--- src/rtl/uart_pkg.sv ---
// uart_pkg
// Definitions shared by the UART command receiver and the planned transmitter:
//   - uart_state_e : receiver FSM state encoding
//   - CMD_*        : command codes carried on the PC command line
//   - ERR_BIT      : index of the error flag in the 9-bit received word
package uart_pkg;

    typedef enum logic [2:0] {
        ST_IDLE   = 3'd0,
        ST_START  = 3'd1,
        ST_DATA   = 3'd2,
        ST_PARITY = 3'd3,
        ST_STOP   = 3'd4
    } uart_state_e;

    localparam logic [7:0] CMD_DLY_INC = 8'h11;
    localparam logic [7:0] CMD_DLY_DEC = 8'h12;
    localparam logic [7:0] CMD_ATT_INC = 8'h19;
    localparam logic [7:0] CMD_ATT_DEC = 8'h1A;
    localparam logic [7:0] CMD_RESTORE = 8'h1F;

    localparam int ERR_BIT = 8;

endpackage

--- src/rtl/uart_baud_tick.sv ---
// uart_baud_tick
// Free-running bit-period counter with a synchronous restart.
//   clk       : system clock
//   rst       : asynchronous active-high reset (counter to 0)
//   restart   : hold the counter at 0 (it counts again from the following cycle)
//   half_tick : counter has reached HALF_CYC-1 (half a bit since restart)
//   bit_tick  : counter has reached BIT_CYC-1; the counter wraps to 0 next cycle
module uart_baud_tick #(
    parameter int BIT_CYC = 434
) (
    input  logic clk,
    input  logic rst,
    input  logic restart,
    output logic half_tick,
    output logic bit_tick
);

    localparam int HALF_CYC = BIT_CYC / 2;
    localparam int CNT_W    = $clog2(BIT_CYC);

    logic [CNT_W-1:0] cnt_reg;

    always_ff @(posedge clk or posedge rst) begin
        if (rst) begin
            cnt_reg <= '0;
        end else if (restart || bit_tick) begin
            cnt_reg <= '0;
        end else begin
            cnt_reg <= cnt_reg + 1'b1;
        end
    end

    assign half_tick = (cnt_reg == CNT_W'(HALF_CYC - 1));
    assign bit_tick  = (cnt_reg == CNT_W'(BIT_CYC - 1));

endmodule

--- src/rtl/uart_cmd_rx.sv ---
// uart_cmd_rx
// UART receiver for the PC command line feeding the echo canceller.
//   clk        : system clock, the only clock
//   rst        : asynchronous active-high reset
//   uart_rx    : serial line, idle high, asynchronous to clk
//   rs232_data : [7:0] received byte (LSB first on the wire),
//                [8] error flag (stop bit low or parity mismatch)
//   rs232_flag : one-cycle strobe, rs232_data valid in the same cycle
//   rx_busy    : a frame is in progress (FSM not idle)
module uart_cmd_rx
    import uart_pkg::*;
#(
    parameter int CLK_FREQ   = 50_000_000,
    parameter int BAUD_RATE  = 115200,
    parameter int PARITY_EN  = 0,
    parameter int PARITY_ODD = 0
) (
    input  logic             clk,
    input  logic             rst,
    input  logic             uart_rx,
    output logic [ERR_BIT:0] rs232_data,
    output logic             rs232_flag,
    output logic             rx_busy
);

    localparam int   BIT_CYC     = CLK_FREQ / BAUD_RATE;
    localparam logic PAR_ODD_BIT = (PARITY_ODD != 0);

    generate
        if (BIT_CYC < 8) begin : g_bit_cyc_check
            $error("uart_cmd_rx: CLK_FREQ/BAUD_RATE must be at least 8");
        end
    endgenerate

    // Two synchroniser flops plus a history flop for falling-edge detection.
    // All preset to 1 so that leaving reset never looks like a start bit.
    logic sync1_reg, sync2_reg, hist_reg;

    always_ff @(posedge clk or posedge rst) begin
        if (rst) begin
            sync1_reg <= 1'b1;
            sync2_reg <= 1'b1;
            hist_reg  <= 1'b1;
        end else begin
            sync1_reg <= uart_rx;
            sync2_reg <= sync1_reg;
            hist_reg  <= sync2_reg;
        end
    end

    logic line_fall;
    assign line_fall = hist_reg & ~sync2_reg;

    uart_state_e state_reg, state_next;
    logic [2:0]  bit_cnt_reg, bit_cnt_next;
    logic [7:0]  shift_reg, shift_next;
    logic        par_err_reg, par_err_next;
    logic        stop_bad_reg, stop_bad_next;
    logic        done_reg, done_next;
    logic        restart, half_tick, bit_tick;

    uart_baud_tick #(
        .BIT_CYC (BIT_CYC)
    ) u_baud (
        .clk       (clk),
        .rst       (rst),
        .restart   (restart),
        .half_tick (half_tick),
        .bit_tick  (bit_tick)
    );

    always_comb begin
        state_next    = state_reg;
        bit_cnt_next  = bit_cnt_reg;
        shift_next    = shift_reg;
        par_err_next  = par_err_reg;
        stop_bad_next = stop_bad_reg;
        done_next     = 1'b0;
        restart       = 1'b0;
        case (state_reg)
            ST_IDLE: begin
                // Counter parked at 0 so START measures from the edge.
                restart = 1'b1;
                if (line_fall) begin
                    par_err_next = 1'b0;
                    state_next   = ST_START;
                end
            end
            ST_START: begin
                if (half_tick) begin
                    if (!sync2_reg) begin
                        // Mid start bit: from here every full period is mid-bit.
                        restart      = 1'b1;
                        bit_cnt_next = 3'd0;
                        state_next   = ST_DATA;
                    end else begin
                        state_next = ST_IDLE;
                    end
                end
            end
            ST_DATA: begin
                if (bit_tick) begin
                    shift_next   = {sync2_reg, shift_reg[7:1]};
                    bit_cnt_next = bit_cnt_reg + 3'd1;
                    if (bit_cnt_reg == 3'd7) begin
                        state_next = (PARITY_EN != 0) ? ST_PARITY : ST_STOP;
                    end
                end
            end
            ST_PARITY: begin
                if (bit_tick) begin
                    par_err_next = (^shift_reg) ^ sync2_reg ^ PAR_ODD_BIT;
                    state_next   = ST_STOP;
                end
            end
            ST_STOP: begin
                // Leave half a bit early so a back-to-back start edge is caught.
                if (bit_tick) begin
                    stop_bad_next = ~sync2_reg;
                    done_next     = 1'b1;
                    state_next    = ST_IDLE;
                end
            end
            default: state_next = ST_IDLE;
        endcase
    end

    always_ff @(posedge clk or posedge rst) begin
        if (rst) begin
            state_reg    <= ST_IDLE;
            bit_cnt_reg  <= 3'd0;
            shift_reg    <= 8'd0;
            par_err_reg  <= 1'b0;
            stop_bad_reg <= 1'b0;
            done_reg     <= 1'b0;
        end else begin
            state_reg    <= state_next;
            bit_cnt_reg  <= bit_cnt_next;
            shift_reg    <= shift_next;
            par_err_reg  <= par_err_next;
            stop_bad_reg <= stop_bad_next;
            done_reg     <= done_next;
        end
    end

    // Output word is held until the next completed frame.
    always_ff @(posedge clk or posedge rst) begin
        if (rst) begin
            rs232_data <= '0;
            rs232_flag <= 1'b0;
        end else begin
            rs232_flag <= done_reg;
            if (done_reg) begin
                rs232_data <= {stop_bad_reg | par_err_reg, shift_reg};
            end
        end
    end

    assign rx_busy = (state_reg != ST_IDLE);

endmodule

--- config.mk ---
export PLATFORM = sky130hd
export DESIGN_NAME = uart_cmd_rx
export DESIGN_NICKNAME = d
export VERILOG_FILES = /design/src/rtl/uart_pkg.sv /design/src/rtl/uart_baud_tick.sv /design/src/rtl/uart_cmd_rx.sv
export SDC_FILE = /design/constraint.sdc
export NUM_CORES = 1
export LEC_CHECK = 0
export BUFFER_PORTS_ARGS = -buffer_cell sky130_fd_sc_hd__buf_2
export CAP_MARGIN = 15
export CORE_MARGIN = 5
export CORE_UTILIZATION = 40
export DETAILED_ROUTE_END_ITERATION = 8
export PLACE_DENSITY = 0.65
export SYNTH_ARGS = -nofsm -noshare
export SYNTH_HDL_FRONTEND = slang
export SYNTH_SLANG_ARGS = --single-unit
--- constraint.sdc ---
create_clock -name clk -period 4.36 [get_ports clk]
set_input_delay 0.436 -clock clk [delete_from_list [all_inputs] [get_ports clk]]
set_output_delay 0.436 -clock clk [all_outputs]
set_load 0.02 [all_outputs]
After elaboration in Yosys (flattened, before gate mapping)

Cells that the tools add are included.

Divide/modulo/power cells: 0
Shifts and indexed selects: 0
Bitwise logic cells: 4
Muxes and demuxes: 21
Add/subtract/negate cells: 2
Reductions and logical operators: 11
Equal/unequal tests: 14
Order comparisons: 0
Multiply operators: 0

Operator list:

| kind                | count |
|---|---|
| $mux 3              | 9 |
| $pmux 3 s5          | 1 |
| $add 9x1->9 const B | 1 |
| $eq 9x8->1 const B  | 1 |
| $eq 9x9->1 const B  | 1 |
| $mux 9              | 1 |
| $ne 2x2->1 const B  | 4 |
| $reduce_xor 8->1    | 1 |
| $eq 3x2->1 const B  | 2 |
| $eq 3x3->1 const B  | 2 |
| $mux 1              | 6 |
| $ne 2x1->1 const B  | 3 |
| $pmux 3 s2          | 1 |
| $reduce_and 6->1    | 1 |
| $pmux 1 s2          | 2 |
| $reduce_and 2->1    | 2 |
| $reduce_and 4->1    | 1 |
| $reduce_bool 2->1   | 2 |
| $add 3x1->3 const B | 1 |
| $eq 3x1->1 const B  | 1 |
| $logic_not 3->1     | 1 |
| $reduce_and 3->1    | 1 |
| $reduce_bool 3->1   | 1 |
| $mux 2              | 1 |
| 5 further kinds     | 5 |

Memories: 0
Input bits: 3
Bits in latches: 0
Memory bits (read-only): 0
Register bits after elaboration: 39
Memory bits (writable): 0
Logic and storage cells: 64

Logic depth before layout (Yosys ltp)

Word-level depth: 5
Depth in mapped cells: 7

Cells and area by module

A second synthesis with hierarchy kept.

Cell total of the unflattened synthesis: 144
Area total of the unflattened synthesis: 1762.9 um^2

By module, submodules not included:

| module         | times used | cells an instance | area an instance (um^2) |
|---|---|---|---|
| uart_cmd_rx    | 1          | 94                | 1256.2 |
| uart_baud_tick | 1          | 50                | 506.7 |

Worst setup path before layout

Ideal clock, no wire load.

Kind: register to register
Start: reg u_baud.cnt_reg[1]
End: reg shift_reg[0]
Arrival: 1.456 ns
Setup time: 0.125 ns
Stages on the path, launching flop included: 7
Setup slack: 2.779 ns
Path through: dfrtp_1 > inv_1 > ha_1 > nand4b_1 > and4bb_4 > buf_6 > mux2_4

Longest elaborated chain between the ends: 2

Ends and longest elaborated chain:

| what                       | RTL line             | text |
|---|---|---|
| start: declaration         | uart_baud_tick.sv:21 | `logic [CNT_W-1:0] cnt_reg;` |
| start signal: assignment   | uart_baud_tick.sv:29 | `cnt_reg <= cnt_reg + 1'b1;` |
| $eq 9x9->1                 | uart_baud_tick.sv:34 | `assign bit_tick = (cnt_reg == CNT_W'(BIT_CYC - 1));` |
| $reduce_and 2->1 (no line) | n/a                  |  |
| end signal: assignment     | uart_cmd_rx.sv:139   | `shift_reg <= shift_next;` |
| end: declaration           | uart_cmd_rx.sv:56    | `logic [7:0] shift_reg, shift_next;` |

Every way passes these cells.
A chain may end at the register's enable or synchronous reset.

Worst setup path after layout

Start: reg state_reg[0]
End: out rx_busy

Longest elaborated chain between the ends: 1

Ends and longest elaborated chain:

| what                     | RTL line           | text |
|---|---|---|
| start: declaration       | uart_cmd_rx.sv:54  | `uart_state_e state_reg, state_next;` |
| start signal: assignment | uart_cmd_rx.sv:137 | `state_reg <= state_next;` |
| $reduce_bool 3->1        | uart_cmd_rx.sv:159 | `assign rx_busy = (state_reg != ST_IDLE);` |
| end: declaration         | uart_cmd_rx.sv:23  | `output logic rx_busy` |

Every way passes these cells.

==> impl_metrics.py <==
metrics = {
    "logic_synthesis": {
        "postSynthCellCount": 140,
        "synth_warnings": 0,
        "synth_cell_type_count": 33,
        "avgSynthCellArea_um2": 12.54,
        "synth_edf_count": 0,
        "yosys.area.top_type_share_pct": 51.32,
        "syn_area_um2": 1755,
        "synth_area_leaders": "dfrtp_1 51%, mux2_2 7.1%, dfstp_2 4.5%, mux2_4 4.3%, ha_1 3.6%",
        "ys.flop_type": "dfrtp_1",
        "ys_seq_area_share_pct": 55.81,
        "syn-num-nets": 148,
        "ys_async_sr_fraction_pct": 100.0,
        "ys_ff_latch": 39,
        "synth_largest_area_cell": "dfrtp_1",
    },
    "clock_tree": {
        "tritoncts": "built",
        "clk_latency_ns": 0.29,
        "cts.repair.resized": 0,
        "clock-sinks": 39,
        "clockRootBuffer": "clkbuf_8",
        "clockBufferDepth": 2,
        "cts_buffers": 5,
        "post-cts-setup-buffers": 0,
        "clk_transition_reported_paths_ns": 0.08,
        "h-tree-depth": 2,
        "cts_hold_buf": 0,
    },
    "final_layout": {
        "final_nets": 167,
        "synthToLayoutAreaGrowth_pct": 13.40,
        "final_core_utilization_pct": 46.36,
        "final_common_cell": "dfrtp_1",
        "final_cell_mix": "36 x dfrtp_1, 15 x nor2_1, 13 x buf_2, 11 x mux2_2, 9 x nand2_1",
        "antenna_cells": 0,
        "fin_cells": 212,
        "drive_above_1_share_pct": 27.50,
    },
    "pwr": {
        "pwr-share-seq_pct": 52.6,
        "internal_power_uw": 616.6,
        "clock_power_share_pct": 35.3,
        "power_density_nw_per_um2": 417.0,
        "power_leakage_nw": 1.009,
        "combPwrFrac_pct": 12.1,
        "p_switching_uw": 213.4,
        "p_total_uw": 830.0,
        "p_sw_share_pct": 25.71,
        "ir_drop_mv": 0.1890,
    },
    "die": {
        "row_count": 24,
        "dieHeight_um": 76.25,
        "die_area_um2": 5813,
        "die_w_um": 76.25,
        "floorplan.initialDensity_pct": 40.88,
        "core_um2": 4294,
        "ios": 14,
    },
    "setup_path": {
        "rr_startpoint": "u_baud.cnt_reg[1]",
        "cp.buffers_inverters": 1,
        "path_class": "register to output pin",
        "path_cells": "or3_1 > buf_2",
        "cp-start-kind": "register",
        "critPathRequiredTime_ns": 3.92,
        "arrival_ns": 1.36,
        "worst-path-max-fanout": 7,
        "crit_family": "flip-flops",
        "critPathSlowestCell": "dfrtp_1",
        "crit_path_end_kind": "output pin",
        "crit-reg2reg-capture": "shift_reg[5]",
        "ff2ff_path_depth": 5,
        "critPathMaxStageDelay_ns": 0.45,
        "rrSetupSlack_ns": 2.66,
    },
    "drt": {
        "routed_wl_um": 2836,
        "antenna_left": 0,
        "via_count": 1067,
        "drc": 0,
        "first_pass_iters": 4,
        "drt_iter0_drc": 80,
        "routedWlPerCell_um": 13.38,
        "post_drt_via_cell_ratio": 5.033,
    },
    "placed_design": {
        "dp_hpwl_um": 2030,
        "port_buffers": 13,
        "gp_congestion": 0.7198,
        "dp.cells": 204,
    },
    "sta": {
        "maxSlewViolCount": 0,
        "rsz0062_at_grt": "no",
        "period_minus_slack_ns": 1.795,
        "report.final.hold_viol_count": 0,
        "clock_skew_ns": 0.008815,
        "slew_headroom_pct": 67.88,
        "clock.fmax_mhz": 557.0,
        "setup_tns_ns": 0,
        "tightestPinTransition_ns": 0.4818,
        "setup_viol": 0,
        "fin_crit_sh_pct": 41.17,
    },
    "grt": {
        "antenna_found_initial": 0,
        "grt_pass1_vias": 1085,
        "grt_usage_pct": 10.71,
        "overflow": 0,
        "grt_max_degree": 40,
        "grt_pass1_wl_um": 5002,
    },
    "flow_run": {
        "drv_cap": 0,
    },
    "outcome": {
        "status": "completed",
    },
    "worst_hold_path": {
        "min_path_type": "primary input to asynchronous set/reset pin",
    },
}
worst min-delay path: stages:
cell,delay (ns)
buf_2,0.09
inv_1,0.04
buf_4,0.41
Yosys cell counts (all sizes together) (2+ instances only):
| cell type | n |
|---|---|
| and4bb | 3 |
| nand3b | 2 |
| and3 | 5 |
| dfrtp | 36 |
| mux2 | 16 |
| dfstp | 3 |
| nand4 | 2 |
| nor2 | 15 |
| o21ai | 5 |
| inv | 5 |
| xnor2 | 7 |
| nor2b | 2 |
| ha | 5 |
| xor2 | 6 |
| nand3 | 5 |
| mux2i | 2 |
| nand2 | 9 |
worst max-delay path by stage:
stage	from	end	slack, ns	cells after the start
finish	state_reg[0]	rx_busy	2.56	2
CTS	state_reg[0]	rx_busy	2.54	2
detailed placement	u_baud.cnt_reg[1]	shift_reg[5]	2.66	5
global route	state_reg[0]	rx_busy	2.52	2
floorplan	u_baud.cnt_reg[1]	shift_reg[0]	2.78	6
global placement	u_baud.cnt_reg[1]	shift_reg[5]	2.73	5
power groups by stage:
stage          combinational [mW]  sequential (mW)  clock, mW
3_3_place_gp               0.0956            0.440          0
5_1_grt                     0.115            0.443      0.319
2_1_floorplan              0.0833            0.433          0
4_1_cts                     0.104            0.436      0.305
6_report                    0.100            0.437      0.293
3_5_place_dp                0.102            0.443          0
final cells by class:
class / instances / area [µm²]
clock buffers: 5 / 68.82
inverters: 5 / 18.77
clock inverters: 3 / 43.79
multi-input cells: 94 / 742.0
flip-flops and latches: 39 / 979.7
repair buffers: 14 / 72.57
fillers: 392 / 2303
well taps: 52 / 65.06
kinds of logic (layout without fill, tap and decap cells):
logic type	after synthesis	after routing	share of synthesized area, %
flip-flops	39	39	55.81
XOR/XNOR	14	14	7.769
AND/OR/NAND/NOR	49	49	15.68
AO/OA/AOI/OAI	8	8	2.779
buffers and inverters	7	27	1.924
adder cells (fa/ha/maj)	5	5	3.564
multiplexers	18	18	12.47
through the flow:
stage | area (µm²) | setup slack (ns) | hold WS, ns
2_1_floorplan | 1755 | 2.779 | 0.3452
3_3_place_gp | 1878 | 2.728 | 0.3458
3_5_place_dp | 1878 | 2.657 | 0.3505
4_1_cts | 1991 | 2.543 | 0.2372
5_1_grt | 1991 | 2.516 | 0.2344
6_report | 1991 | 2.565 | 0.2488
per-layer routing:
metal  share of wire, %  track usage [%]
met5                  0                0
met4                1.9            4.720
met3                4.5            4.137
met2                 48            17.12
met1                 46            12.74
Note: power is estimated with default switching activity, not from simulation.
